File: src/rtl/butterfly_div_pkg.sv
// Shared definitions for the butterfly iterative divider: state encoding, default sizes
// and the quotient pattern reported on divide-by-zero.
package butterfly_div_pkg;

   typedef enum logic [1:0] {
      IDLE  = 2'd0,
      RUN   = 2'd1,
      DONE  = 2'd2,
      FIXUP = 2'd3
   } div_state_t;

   localparam int DEF_WIDTH = 16;
   localparam int DEF_CNT_W = 5;

   // Wide enough for any supported WIDTH; the divider slices off the low WIDTH bits.
   localparam logic [63:0] DIV0_ALL_ONES = '1;

endpackage

File: src/rtl/butterfly_div_trial_sub.sv
// Combinational W-bit trial subtractor (minuend - subtrahend) built from 4-bit
// carry-lookahead groups; borrow is the inverted final carry.
module butterfly_div_trial_sub
   import butterfly_div_pkg::*;
#(
   parameter int W = DEF_WIDTH + 1
) (
   input  logic [W-1:0] minuend,
   input  logic [W-1:0] subtrahend,
   output logic [W-1:0] difference,
   output logic         borrow
);

   localparam int NG = (W + 3) / 4;
   localparam int PW = NG * 4;

   // Sum-of-products lookahead carry into bit n of a 4-bit group.
   function automatic logic cla_carry(input logic [3:0] g, input logic [3:0] p,
                                      input logic cin, input int n);
      logic c;
      logic chain;
      c = 1'b0;
      for (int i = 0; i < n; i++) begin
         chain = g[i];
         for (int m = i + 1; m < n; m++) chain = chain & p[m];
         c = c | chain;
      end
      chain = cin;
      for (int m = 0; m < n; m++) chain = chain & p[m];
      return c | chain;
   endfunction

   logic [PW-1:0] a_ext;
   logic [PW-1:0] b_inv;
   logic [PW-1:0] gen;
   logic [PW-1:0] prop;
   logic [NG:0]   group_carry;

   // Padding bits propagate (a=0, ~b=1) so the top carry passes straight through them.
   assign a_ext          = PW'(minuend);
   assign b_inv          = ~PW'(subtrahend);
   assign gen            = a_ext & b_inv;
   assign prop           = a_ext ^ b_inv;
   assign group_carry[0] = 1'b1;

   for (genvar k = 0; k < NG; k++) begin : g_group
      logic [3:0] gg;
      logic [3:0] pp;
      assign gg                 = gen[4*k +: 4];
      assign pp                 = prop[4*k +: 4];
      assign group_carry[k + 1] = cla_carry(gg, pp, group_carry[k], 4);
      for (genvar j = 0; j < 4; j++) begin : g_bit
         if (4 * k + j < W) begin : g_real
            assign difference[4*k + j] = pp[j] ^ cla_carry(gg, pp, group_carry[k], j);
         end
      end
   end

   assign borrow = ~group_carry[NG];

endmodule

File: src/rtl/butterfly_div16_seq.sv
// Iterative radix-2 restoring divider, one trial subtraction per clock.
// Define BUTTERFLY_DIV_SIGNED_EN for two's-complement operands (adds a FIXUP state).
module butterfly_div16_seq
   import butterfly_div_pkg::*;
#(
   parameter int WIDTH = DEF_WIDTH,
   parameter int CNT_W = DEF_CNT_W
) (
   input  logic             clk,
   input  logic             rst,
   input  logic             start,
   input  logic [WIDTH-1:0] dividend,
   input  logic [WIDTH-1:0] divisor,
   output logic             busy,
   output logic             done,
   output logic [WIDTH-1:0] quotient,
   output logic [WIDTH-1:0] remainder,
   output logic             div_by_zero
);

   div_state_t       state;
   div_state_t       state_next;
   logic [WIDTH-1:0] q_reg;
   logic [WIDTH-1:0] r_reg;
   logic [WIDTH-1:0] d_reg;
   logic [CNT_W-1:0] cnt;
   logic [WIDTH:0]   r_shift;
   logic [WIDTH:0]   trial_diff;
   logic             trial_borrow;
   logic [WIDTH-1:0] r_next;
   logic [WIDTH-1:0] q_next;
   logic             last_iter;
   logic             divisor_zero;
   logic [WIDTH-1:0] dividend_mag;
   logic [WIDTH-1:0] divisor_mag;
   logic             unused_diff_msb;

`ifdef BUTTERFLY_DIV_SIGNED_EN
   logic q_neg;
   logic r_neg;
   assign dividend_mag = dividend[WIDTH-1] ? -dividend : dividend;
   assign divisor_mag  = divisor[WIDTH-1]  ? -divisor  : divisor;
`else
   assign dividend_mag = dividend;
   assign divisor_mag  = divisor;
`endif

   // After each restore step R < divisor, so the stored partial remainder never needs
   // its top bit; the WIDTH+1-bit value only exists on the shifted trial operand.
   assign r_shift         = {r_reg, q_reg[WIDTH-1]};
   assign r_next          = trial_borrow ? r_shift[WIDTH-1:0] : trial_diff[WIDTH-1:0];
   assign q_next          = {q_reg[WIDTH-2:0], ~trial_borrow};
   assign unused_diff_msb = trial_diff[WIDTH];
   assign last_iter       = (state == RUN) && (cnt == CNT_W'(WIDTH - 1));
   assign divisor_zero    = (divisor == '0);
   assign busy            = (state != IDLE);
   assign done            = (state == DONE);

   butterfly_div_trial_sub #(
      .W(WIDTH + 1)
   ) u_trial_sub (
      .minuend    (r_shift),
      .subtrahend ({1'b0, d_reg}),
      .difference (trial_diff),
      .borrow     (trial_borrow)
   );

   always_ff @(posedge clk) begin
      if (rst) state <= IDLE;
      else     state <= state_next;
   end

   always_comb begin
      state_next = state;
      case (state)
         IDLE:    if (start) state_next = divisor_zero ? DONE : RUN;
`ifdef BUTTERFLY_DIV_SIGNED_EN
         RUN:     if (last_iter) state_next = FIXUP;
         FIXUP:   state_next = DONE;
`else
         RUN:     if (last_iter) state_next = DONE;
`endif
         DONE:    state_next = IDLE;
         default: state_next = IDLE;
      endcase
   end

   // Operand capture, shift/subtract iteration and result registers.
   always_ff @(posedge clk) begin
      if (rst) begin
         q_reg       <= '0;
         r_reg       <= '0;
         d_reg       <= '0;
         cnt         <= '0;
         quotient    <= '0;
         remainder   <= '0;
         div_by_zero <= 1'b0;
`ifdef BUTTERFLY_DIV_SIGNED_EN
         q_neg       <= 1'b0;
         r_neg       <= 1'b0;
`endif
      end else begin
         case (state)
            IDLE: begin
               if (start) begin
                  r_reg       <= '0;
                  q_reg       <= dividend_mag;
                  d_reg       <= divisor_mag;
                  cnt         <= '0;
                  div_by_zero <= 1'b0;
`ifdef BUTTERFLY_DIV_SIGNED_EN
                  q_neg       <= dividend[WIDTH-1] ^ divisor[WIDTH-1];
                  r_neg       <= dividend[WIDTH-1];
`endif
                  if (divisor_zero) begin
                     quotient    <= DIV0_ALL_ONES[WIDTH-1:0];
                     remainder   <= dividend;
                     div_by_zero <= 1'b1;
                  end
               end
            end
            RUN: begin
               r_reg <= r_next;
               q_reg <= q_next;
               cnt   <= cnt + 1'b1;
               if (last_iter) begin
                  quotient  <= q_next;
                  remainder <= r_next;
               end
            end
`ifdef BUTTERFLY_DIV_SIGNED_EN
            FIXUP: begin
               if (q_neg) quotient  <= -quotient;
               if (r_neg) remainder <= -remainder;
            end
`endif
            default: ;
         endcase
      end
   end

endmodule

File: config.mk
export PLATFORM = sky130hd
export DESIGN_NAME = butterfly_div16_seq
export DESIGN_NICKNAME = d
export VERILOG_FILES = /design/src/rtl/butterfly_div_pkg.sv /design/src/rtl/butterfly_div_trial_sub.sv /design/src/rtl/butterfly_div16_seq.sv
export SDC_FILE = /design/constraint.sdc
export NUM_CORES = 1
export LEC_CHECK = 0
export ABC_AREA = 1
export ABC_CLOCK_PERIOD_IN_PS = 11200
export CELL_PAD_IN_SITES_DETAIL_PLACEMENT = 1
export CELL_PAD_IN_SITES_GLOBAL_PLACEMENT = 2
export CORE_MARGIN = 2
export CORE_UTILIZATION = 33
export DETAILED_ROUTE_END_ITERATION = 10
export PLACE_DENSITY_LB_ADDON = 0.1
export SYNTH_ARGS = -nofsm -noshare
export SYNTH_HDL_FRONTEND = slang
export SYNTH_HIERARCHICAL = 1
export SYNTH_SLANG_ARGS = --single-unit
File: constraint.sdc
create_clock -name clk -period 11.2 [get_ports clk]
set_input_delay 1.68 -clock clk [delete_from_list [all_inputs] [get_ports clk]]
set_output_delay 1.68 -clock clk [all_outputs]
set_load 0.02 [all_outputs]
==> results by group, run 1 <==
Worst hold path
  • Hold Crit Start: quotient[11]
  • Hold Path Class: reg2reg
  • Worst Hold Depth: 2
  • WHS Endpoint: quotient[11]

Clock tree
  • H-tree Lvls: 3
  • CTS tree: yes
  • Post-CTS Setup Inserts: 0
  • CTS buffer count: 9
  • Cts hold-fix bufs: 0
  • Clock slew at reported path FFs: about 60 ps
  • Clk_lat worst skew: between 300 and 400 ps
  • CTS root buf: clkbuf_16
  • Post-CTS Resized: 0
  • Longest Clk Path Bufs: 2
  • Sink Count: 88

Timing
  • Final hold slack: 449 ps
  • TNS Setup: 0 ps
  • Fmax: 212 MHz
  • Post-Route Skew: 4.33 ps
  • RSZ-0062 raised after global routing: no
  • Final period util: 42.0%
  • Worst slew margin: 38.5%
  • Final number of max-transition violations: 0
  • Min cycle time layout: about 4700 ps
  • Final hold viol count: 0
  • Setup violators final: 0
  • Worst Tran Pin Value: 921 ps

Route
  • Vias/cell: ~5.0
  • Final antenna-violating net count: 0
  • WL final: 15.0 mm
  • Starting DRT DRC Count: approximately 150
  • DRC Markers: 0
  • Avg WL per Cell: roughly 16 um
  • 1st-pass router iterations: 4
  • Total number of vias: 4,755

Placement
  • DP HPWL: 11.0 mm
  • Count of buffers from port buffering: 69
  • Global placement routability congestion: 0.823

Layout
  • Area of the multi-input gates: around 2600 um2
  • Filler cell count: around 1.9k
  • Area occupied by registers: approximately 1800 um2
  • # nets final: 827
  • Inserted Diodes: 0
  • Layout cell share with drive strength beyond 1: 5.19%
  • Area grow syn2layout: 20.8%

Floorplan
  • Full die area: ~16,000 um2
  • Ports: 70
  • Die height: 127 um
  • Core outline area: 14,600 um2
  • Starting Density: between 30% and 40%
  • Row Count: 44
  • Die Wd: 127 um

GRT
  • GRT overflow: 0
  • Tot GR Track Use: 19.3%
  • Initial antenna violation count: 0
  • First-pass GRT wire length: 24.9 mm
  • Largest net degree at the start of global routing: 39
  • Vias in the first global route: between 4k and 5k

Power and ir drop
  • Switching share of power: 30.9%
  • Clock power share: 37.1%
  • Psw: 0.276 mW
  • Combinational power share: 23.5%
  • Lkg Pwr: 2.51 nW
  • Maximum vdd drop: 0.0683 mV
  • PD cells: 149 nW/um2
  • Int Power: 0.617 mW
  • Seq pwr share: between 30 and 40%

Job
  • Max-cap violations: 0

Setup path
  • Critical Path AT: around 5000 ps
  • CP max FO: 19
  • WP data required: 11,440 ps
  • CP delay by family, top: simple AND/OR/NAND/NOR gates
  • R2R depth: 29
  • Kind of critical path: reg2reg
  • Critical R2R Launch: q_reg[15]
  • Reg2reg setup slack: 6490 ps
  • Worst R2R End: remainder[14]
  • Critical Path Source Type: register
  • Crit-path most repeated cell: nand2_1
  • CP Capture Type: register
  • Crit path largest cell delay: 690 ps
  • CP bufs+invs: 2
  • Slowest-stage cell, CP: fa_1

Yosys
  • Mapped Avg Cell Area: 6.84 um2
  • Mapped Area: 4950 um2
  • Yosys Warn Count: 6
  • Cells after Synth: 724
  • Synth Net Count: a little under 800

Run status
  • Status: finished, final reports clean
## power by group through the flow
stage / combinational, mW / clock (mW) / sequential, mW
finish: 0.210 / 0.331 / 0.352
global route: 0.236 / 0.353 / 0.355
CTS: 0.213 / 0.342 / 0.352
detailed placement: 0.211 / 0 / 0.359
global placement: 0.208 / 0 / 0.358
floorplan: 0.134 / 0 / 0.366
## final cells by class
type                            count  area share, %
Clock buffer                       12           4.12
Multi-Input combinational cell    494           43.0
Tap cell                          184           3.85
Clock inverter                      4           1.28
Sequential cell                    88           29.4
Timing Repair Buffer               73           12.0
Inverter                          100           6.27
## cell usage in the layout (no fill, tap or decap), types with 13 or more instances in the layout
| cell type | n |
|---|---|
| inv_1 | 97 |
| a21oi_1 | 63 |
| nand3_1 | 33 |
| clkdlybuf4s50_1 | 69 |
| dfxtp_1 | 88 |
| nor2_1 | 101 |
| a211oi_1 | 13 |
| o21ai_0 | 36 |
| nand4_1 | 28 |
| nand2_1 | 160 |
| ha_1 | 22 |
## worst reg2reg max path: cells and delay by family, from the launching register on
kind / cells / cell delay (ps)
adder cells (fa/ha/maj): 5 / 1630
AND/OR/NAND/NOR: 22 / 2020
flip-flops: 1 / 370
buffers and inverters: 2 / 570
## stage by stage
| step | std cells | setup WS [ps] | util, % | power (mW) | instance area [um2] |
|---|---|---|---|---|---|
| floorplan | 724 | 7660 | - | 0.500 | 4950 |
| global placement | 939 | 6630 | 38.8 | 0.567 | 5660 |
| CTS | 955 | 6460 | 41.0 | 0.906 | 5980 |
| finish | 955 | 6490 | 41.0 | 0.893 | 5980 |
| detailed placement | 939 | 6510 | 38.8 | 0.570 | 5660 |
| global route | 955 | 5990 | 41.0 | 0.943 | 5980 |
## worst max-delay path by stage
stage | start | end | slack [ps] | depth (start not counted)
floorplan | d_reg[2] | remainder[13] | 7660 | 31
global placement | q_reg[15] | remainder[8] | 6630 | 28
detailed placement | q_reg[15] | remainder[10] | 6510 | 28
CTS | q_reg[15] | remainder[10] | 6460 | 28
global route | q_reg[15] | remainder[4] | 5990 | 28
finish | q_reg[15] | remainder[14] | 6490 | 29
## metal layers
layer | up-vias | track usage, % | share of wire [%] | wire length (um)
li1 | 2388 | - | - | -
met1 | 2297 | 25.3 | 48 | 7180
met2 | 56 | 32.5 | 48 | 7150
met3 | 14 | 2.78 | 2.9 | 428
met4 | 0 | 6.27 | 1.5 | 226
met5 | - | 0 | 0 | 0
Note: power is estimated with default switching activity, not from simulation.
==> run 2: changes to the inputs <==
--- a/config.mk
+++ b/config.mk
@@ -6,11 +6,11 @@
 export NUM_CORES = 1
 export LEC_CHECK = 0
 export ABC_AREA = 1
-export ABC_CLOCK_PERIOD_IN_PS = 11200
+export ABC_CLOCK_PERIOD_IN_PS = 3900
 export CELL_PAD_IN_SITES_DETAIL_PLACEMENT = 1
 export CELL_PAD_IN_SITES_GLOBAL_PLACEMENT = 2
 export CORE_MARGIN = 2
-export CORE_UTILIZATION = 33
+export CORE_UTILIZATION = 27
 export DETAILED_ROUTE_END_ITERATION = 10
 export PLACE_DENSITY_LB_ADDON = 0.1
 export SYNTH_ARGS = -nofsm -noshare
==> constraint.sdc (replaced) <==
create_clock -name clk -period 3.9 [get_ports clk]
set_input_delay 0.585 -clock clk [delete_from_list [all_inputs] [get_ports clk]]
set_output_delay 0.585 -clock clk [all_outputs]
set_load 0.02 [all_outputs]
==> results by group, run 2 (synthesis results as in run 1) <==
Route
  • Total number of vias: 4,704 (-1.1%)
  • Avg WL per Cell: 15.1 um (-4.0%)
  • DRC Markers: 0 (unchanged)
  • 1st-pass router iterations: 4 (unchanged)
  • Vias/cell: 4.62 (-7.2%)
  • WL final: 15.3 mm (+2.3%)
  • Starting DRT DRC Count: 170 (+12%)
  • Final antenna-violating net count: 0 (unchanged)

Clock tree
  • Sink Count: 88 (unchanged)
  • H-tree Lvls: 3 (unchanged)
  • CTS buffer count: 9 (unchanged)
  • CTS root buf: clkbuf_16
  • CTS tree: yes
  • Clk_lat worst skew: 350 ps (about the same)
  • Longest Clk Path Bufs: 2 (unchanged)
  • Cts hold-fix bufs: 0 (unchanged)
  • Clock slew at reported path FFs: 70 ps (about the same)

Worst hold path
  • WHS Endpoint: quotient[9]
  • Hold Crit Start: quotient[9]
  • Hold Path Class: reg2reg
  • Worst Hold Depth: 2 (unchanged)

Setup path
  • Crit path largest cell delay: 400 ps (-290 ps)
  • Critical R2R Launch: d_reg[2]
  • Crit-path most repeated cell: nand2_1
  • Reg2reg setup slack: 130 ps (-6360 ps)
  • Worst R2R End: remainder[2]
  • CP Capture Type: register
  • CP max FO: 6 (-13)
  • Kind of critical path: reg2reg
  • R2R depth: 29 (unchanged)
  • Critical Path Source Type: register
  • Slowest-stage cell, CP: fa_2
  • Critical Path AT: 4010 ps (-940 ps)
  • WP data required: 4140 ps (-7300 ps)

Timing
  • Final period util: 96.6% (+55 points)
  • Fmax: 265 MHz (+25%)
  • RSZ-0062 raised after global routing: yes
  • Min cycle time layout: 3770 ps (-942 ps)
  • Worst Tran Pin Value: 843 ps (-77.6 ps)
  • Final number of max-transition violations: 0 (unchanged)
  • Post-Route Skew: 12.0 ps (+7.62 ps)
  • Final hold viol count: 0 (unchanged)
  • Setup violators final: 0 (unchanged)
  • Worst slew margin: 43.8% (+5.2 points)

Placement
  • Dpl cell area: 5820 um2 (+2.8%)
  • Global placement routability congestion: 0.731 (-11%)
  • DP HPWL: 11.0 mm (+0.72%)
  • Count of buffers from port buffering: 69 (unchanged)

GRT
  • First-pass GRT wire length: 25.4 mm (+2.3%)
  • Met2 Track Usage GR: 27.9% (-4.7 points)
  • Vias in the first global route: 4,984 (+0.63%)
  • GRT overflow: 0 (unchanged)
  • GRT Max-Usage Layer: met2
  • Initial antenna violation count: 0 (unchanged)
  • GR Layer Usage met3: 2.10% (-0.68 points)
  • M1 GR Usage: 20.9% (-4.4 points)
  • Largest net degree at the start of global routing: 46 (+18%)
  • Tot GR Track Use: 16.1% (-3.1 points)

Floorplan
  • Row Count: 49 (+11%)
  • Full die area: 19,400 um2 (+21%)
  • Die height: 139 um (+10%)
  • Starting Density: 27.6% (-6.4 points)
  • Core outline area: 18,000 um2 (+23%)
  • Die Wd: 139 um (+10%)
  • Ports: 70 (unchanged)

Job
  • Max-cap violations: 0 (unchanged)

Layout
  • Layout cell share with drive strength beyond 1: 13.6% (+8.4 points)
  • Most common cell after layout, fill and taps aside: nand2_1
  • Most frequent cells in the layout: nand2_1 (145), nor2_1 (100), inv_1 (92)
  • Inserted Diodes: 0 (unchanged)
  • Area grow syn2layout: 27.8%
  • Final Instance Area: 6330 um2 (+5.8%)
  • # nets final: 846 (+2.3%)

Power and ir drop
  • Psw: 0.821 mW (+200%)
  • Pwr Total: 2.49 mW (+180%)
  • Int Power: 1.67 mW (+170%)
  • Combinational power share: 26.6% (+3.1 points)
  • PD cells: 393 nW/um2 (+160%)
  • Lkg Pwr: 2.58 nW (+2.8%)
  • Seq pwr share: 40.7% (+1.3 points)
  • Maximum vdd drop: 0.213 mV (+210%)
  • Clock power share: 32.8% (-4.3 points)
  • Switching share of power: 33.0% (+2.1 points)

Run status
  • Status: finished, final reports clean
-- run 2: worst max path at each step --
stage,start,end,slack [ps],depth (start not counted)
after floorplan,d_reg[2],remainder[13],360,31
after global placement,d_reg[2],remainder[5],30,29
final,d_reg[2],remainder[2],130,29
after global routing,d_reg[2],remainder[14],-210,30
after detailed placement,d_reg[2],remainder[5],-50,29
after CTS,d_reg[2],remainder[5],5,29
-- run 2: cell type report --
class                      instances  area (um2)
fill                            2241       11600
multi-input combinational        494        2740
sequential                        88        1770
timing repair buffer              92         892
inverter                         100         375
tap                              229         287
clock buffer                       9         225
clock inverter                     6        45.0
-- run 2: critical path, delay by kind of cell, from the launching register on --
kind                     cells  cell delay (ps)
AO/OA/AOI/OAI                1              140
flip-flops                   1              340
AND/OR/NAND/NOR             20             1580
adder cells (fa/ha/maj)      5             1250
buffers and inverters        3              330
-- run 2: through the flow --
step	hold slack [ps]	instances	setup TNS, ps	worst slack (ps)	util, %
after CTS	452	1011	0	4.73	34.1
after detailed placement	440	996	-85.3	-53.3	32.4
after global routing	466	1018	-3110	-214	35.3
after global placement	439	996	0	31.9	32.4
after floorplan	440	724	0	364	-
final	448	1018	0	133	35.3
-- run 2: power groups by stage --
stage | sequential (mW) | combinational [mW] | clock [mW]
after global placement | 1.03 | 0.612 | 0
after CTS | 1.01 | 0.626 | 0.851
after detailed placement | 1.03 | 0.620 | 0
after floorplan | 1.05 | 0.384 | 0
after global routing | 1.02 | 0.743 | 0.889
final | 1.01 | 0.660 | 0.815
-- run 2: what timing repair did --
item	CTS	global route
setup buffers	0	6
endpoints found under the setup margin	6	34
cloned	0	1
pin swaps	0	28
resized for setup	3	52
-- run 2: metal layers --
metal	wire length (um)	share of wire [%]
met1	7450	49
met3	367	2.4
met2	7300	48
met4	211	1.4
met5	0	0
